===== config.mk =====
export PLATFORM = sky130hd
export DESIGN_NAME = pio_fifo
export DESIGN_NICKNAME = d
export VERILOG_FILES = /design/src/rtl/pio_fifo.sv
export SDC_FILE = /design/constraint.sdc
export NUM_CORES = 1
export LEC_CHECK = 0
export CAP_MARGIN = 20
export CORE_MARGIN = 5
export CORE_UTILIZATION = 50
export CTS_CLUSTER_SIZE = 20
export DETAILED_ROUTE_END_ITERATION = 10
export PLACE_DENSITY = 0.76
export SLEW_MARGIN = 10
export SYNTH_ARGS = -nofsm -noshare
export SYNTH_HDL_FRONTEND = slang
export SYNTH_SLANG_ARGS = --single-unit

===== constraint.sdc =====
create_clock -name clk -period 2.6 [get_ports clk]
set_input_delay 0.26 -clock clk [delete_from_list [all_inputs] [get_ports clk]]
set_output_delay 0.26 -clock clk [all_outputs]
set_load 0.03 [all_outputs]

===== src/rtl/pio_fifo.sv =====
// pio_fifo: synchronous FIFO with registered read data, sticky overflow/underflow flags
// and optional double-capacity join mode (enabled by defining PIO_FIFO_JOIN_EN).
// Ports:
//   clk        rising-edge clock
//   reset      synchronous active-high reset
//   join_sel   double-capacity select (only with PIO_FIFO_JOIN_EN); any change flushes
//   push/din   write request and data
//   pull/dout  read request and registered read data (1-cycle latency)
//   full/empty/level  occupancy status, from registered state only
//   overflow/underflow sticky error flags, cleared only by reset
module pio_fifo #(
    parameter int WIDTH = 32,
    parameter int DEPTH = 4
) (
    input  logic                         clk,
    input  logic                         reset,
`ifdef PIO_FIFO_JOIN_EN
    input  logic                         join_sel,
`endif
    input  logic                         push,
    input  logic                         pull,
    input  logic [WIDTH-1:0]             din,
    output logic [WIDTH-1:0]             dout,
    output logic                         full,
    output logic                         empty,
    output logic [$clog2(2*DEPTH):0]     level,
    output logic                         overflow,
    output logic                         underflow
);
`ifdef PIO_FIFO_JOIN_EN
    localparam int CAP_MAX = 2 * DEPTH;
`else
    localparam int CAP_MAX = DEPTH;
`endif
    localparam int AW = $clog2(CAP_MAX);
    localparam int LW = $clog2(2 * DEPTH) + 1;

    logic [WIDTH-1:0] r_mem [CAP_MAX];
    logic [AW-1:0]    r_wr, r_rd;
    logic [LW-1:0]    r_level;
    logic [WIDTH-1:0] r_dout;
    logic             r_ovf, r_unf;
    logic [LW-1:0]    w_cap;
    logic [AW-1:0]    w_last;
    logic             w_flush, w_pull_ok, w_push_ok;

`ifdef PIO_FIFO_JOIN_EN
    // Capacity follows the registered join so full never depends combinationally on inputs.
    logic r_join;
    always_ff @(posedge clk) r_join <= join_sel;
    assign w_flush = join_sel != r_join;
    assign w_cap   = r_join ? LW'(2 * DEPTH) : LW'(DEPTH);
    assign w_last  = r_join ? AW'(2 * DEPTH - 1) : AW'(DEPTH - 1);
`else
    assign w_flush = 1'b0;
    assign w_cap   = LW'(DEPTH);
    assign w_last  = AW'(DEPTH - 1);
`endif

    assign full      = r_level == w_cap;
    assign empty     = r_level == '0;
    assign level     = r_level;
    assign dout      = r_dout;
    assign overflow  = r_ovf;
    assign underflow = r_unf;

    // When full, a simultaneous accepted pull frees the slot the push writes into.
    assign w_pull_ok = pull && !empty;
    assign w_push_ok = push && (!full || w_pull_ok);

    always_ff @(posedge clk) begin
        if (w_push_ok && !reset && !w_flush)
            r_mem[r_wr] <= din;
    end

    always_ff @(posedge clk) begin
        if (reset) begin
            r_wr    <= '0;
            r_rd    <= '0;
            r_level <= '0;
            r_dout  <= '0;
            r_ovf   <= 1'b0;
            r_unf   <= 1'b0;
        end else if (w_flush) begin
            r_wr    <= '0;
            r_rd    <= '0;
            r_level <= '0;
        end else begin
            if (w_push_ok)
                r_wr <= (r_wr == w_last) ? '0 : r_wr + AW'(1);
            if (w_pull_ok) begin
                r_rd   <= (r_rd == w_last) ? '0 : r_rd + AW'(1);
                r_dout <= r_mem[r_rd];
            end
            r_level <= (w_push_ok && !w_pull_ok) ? r_level + LW'(1) :
                       (w_pull_ok && !w_push_ok) ? r_level - LW'(1) : r_level;
            r_ovf   <= r_ovf || (push && !w_push_ok);
            r_unf   <= r_unf || (pull && !w_pull_ok);
        end
    end
endmodule


==> results.py <==
metrics = {
    "status": {
        "status": "finished clean",
    },
    "global_routing": {
        "grt_pass1_wl_mm": 18.0,
        "antenna_found_initial": 0,
        "grt_start_max_net_pins": 44,
        "grt-ovfl-total": 0,
        "grtUsageTotal_pct": 16.4,
        "grt_pass1_vias": 3450,
    },
    "floorplanning": {
        "die-area_sq_um": 15000,
        "initial_utilization_pct": 50.6,
        "rows": 41,
        "ios": 76,
        "die_w_um": 123,
        "core_area_sq_um": 12500,
        "die_y_um": 123,
    },
    "drt": {
        "drc_errors": 0,
        "vias_per_cell": 5.19,
        "drt_pass1_iterations": 5,
        "antenna_left": 0,
        "first_iter_violations": 193,
        "wl_per_cell_um": 17.8,
        "route.vias.total": 3364,
        "wl_mm": 11.5,
    },
    "sta": {
        "fin_crit_ps": 2490,
        "rsz0062_at_grt": "false",
        "setup_viol_count_final": 0,
        "slew_headroom_pct": 39.5,
        "final_hold_viol_count": 0,
        "finalClockSkew_ps": 10.4,
        "fmax_mhz": 402,
        "finalSetupTns_ps": 0,
        "slew_violations": 0,
        "finalCritPeriodShare_pct": 95.8,
        "hold_slack_ps": 414,
        "tightest_slew_ps": 907,
    },
    "worst_setup_path": {
        "path_buf_inv": 2,
        "crit_family": "compound AO/OA/AOI/OAI gates",
        "crit_path_frequent_cell": "ha_4",
        "path_max_fanout": 5,
        "cp.arrival_ps": 2790,
        "startpoint_type": "flop",
        "required_ps": 2900,
        "cp_slowest_cell": "or4b_4",
        "worstPathCellList": "or4b_4 -> o21ai_4 -> inv_2 -> ha_4 -> inv_4 -> ha_4 -> a21oi_4 -> a211oi_1 -> a31oi_1 -> mux2_2",
        "slowest_delay_ps": 540,
        "endpoint_kind": "flop",
        "path_class": "flop to flop",
    },
    "placed_design": {
        "io_buffers": 75,
        "dpl.hpwl_mm": 6.99,
        "dpl.cell_count": 613,
        "gp_congestion": 0.700,
    },
    "cells_and_area": {
        "final_common_cell": "edfxtp_1",
        "syn2layout_area_growth_pct": 25.9,
        "post-route-util_pct": 63.7,
        "fin_nets": 508,
        "final_cell_mix": "edfxtp_1, clkdlybuf4s50_1, nand2_1",
        "final_cells": 648,
        "drive_gt1_share_pct": 20.8,
        "diodes": 0,
    },
    "power_and_ir_drop": {
        "p_leak_uw": 0.00264,
        "cellPowerDensity_nw_per_um2": 987,
        "peakVddDrop_uv": 824,
        "total_power_uw": 7870,
    },
    "job": {
        "maxCapViolations": 0,
    },
    "worst_hold_path": {
        "worstHoldPathType": "primary input to flop",
    },
    "yosys": {
        "ys_seq_area_share_pct": 73.9,
        "ys_types": 28,
        "ys.flop_type": "edfxtp_1",
        "syn-cell-area_sq_um": 6340,
        "ys_warn_count": 0,
        "synth_nets": 420,
        "synthCells": 375,
        "synth-seq-cells": 170,
        "synthArstFlopShare_pct": 0,
        "avgSynthCellArea_sq_um": 16.9,
        "synth_edf_count": 128,
    },
    "clocking": {
        "numCtsBuffers": 17,
        "clock-sinks": 170,
        "clk_latency_ps": 420,
        "htree_levels": 4,
        "clk_pin_slew_ps": 60,
        "cts_tree": "yes",
        "cts.path.max_buffers": 2,
        "cts_root_buf": "clkbuf_16",
    },
}
layer usage:
layer / vias up / routed length [um] / part of all wire (%) / global-route usage [%]
met5: - / 0 / 0 / 0
met4: 0 / 208 / 1.8 / 7.14
met3: 16 / 725 / 6.3 / 5.02
met2: 110 / 5740 / 50 / 26.2
met1: 1651 / 4860 / 42 / 21.0
li1: 1587 / - / - / -
cells by family (layout without fill, tap and decap cells):
kind of cell    count (synthesis)  after routing  synth area share, %
compound gates                 42             42                 3.55
xor+xnor                        2              2                0.276
fa+ha+maj                       9              9                 1.90
buf+inv                        27            128                 2.35
flops                         170            170                 73.9
mux                            35             35                 11.9
simple gates                   90             90                 6.14
flip-flops by register name (all words and copies together), names as in the netlist:
| signal | cells |
|---|---|
| dout | 32 |
| level | 4 |
| underflow | 1 |
| r_wr | 2 |
| r_mem | 128 |
| r_rd | 2 |
| overflow | 1 |
synthesized netlist by cell type, types with 2 or more instances:
library cell	instances	area (sq um)
or3_1	2	12.5
ha_1	8	100
nand2_1	68	255
buf_2	7	35.0
mux4_2	32	721
clkbuf_1	8	30.0
inv_1	5	18.8
nor2_1	11	41.3
buf_6	3	33.8
a21oi_1	39	195
edfxtp_1	128	3840
mux2i_1	2	20.0
nor2b_1	2	12.5
and2_2	2	15.0
buf_4	3	22.5
dfxtp_1	42	841
and2_1	2	12.5
tightest hold or removal path, stage by stage:
cell and delay [ps]:
buf_2 110, buf_4 280, nor2_1 140
stage by stage:
stage          setup WS [ps]  instance area [sq um]
2_1_floorplan          -1.23                   6380
3_3_place_gp             104                   7340
3_5_place_dp            26.0                   7340
4_1_cts                 5.11                   7940
5_1_grt                 4.41                   7980
6_report                 110                   7980
power by group:
part | switching [uW] | internal, uW
clock network | 1010 | 1520
registers | 177 | 3190
logic | 1060 | 916
total | 2250 | 5620
timing repair:
| action | 4_1_cts | 5_1_grt |
|---|---|---|
| endpoints found under the setup margin | 0 | 1 |
| setup buffers | 0 | 3 |
| hold buffers | 0 | 0 |
| gates resized for setup | 0 | 3 |
cell type report:
cell class / count / area [sq um]
clock buffer: 18 / 429
multi-input combinational: 178 / 1550
clock inverter: 14 / 171
timing repair buffer: 90 / 883
sequential: 170 / 4700
tap: 172 / 215
inverter: 6 / 30.0
fill: 914 / 4540
final timing paths:
kind | from | endpoint | slack [ps] | cells past startpoint
setup / recovery | level[3] | level[3] | 110 | 10
hold / removal | reset | overflow | 410 | 3
setup reg to reg | level[3] | level[3] | 110 | 10
hold reg to reg | dout[8] | dout[8] | 450 | 2
Power figures use the tool's default switching activity.
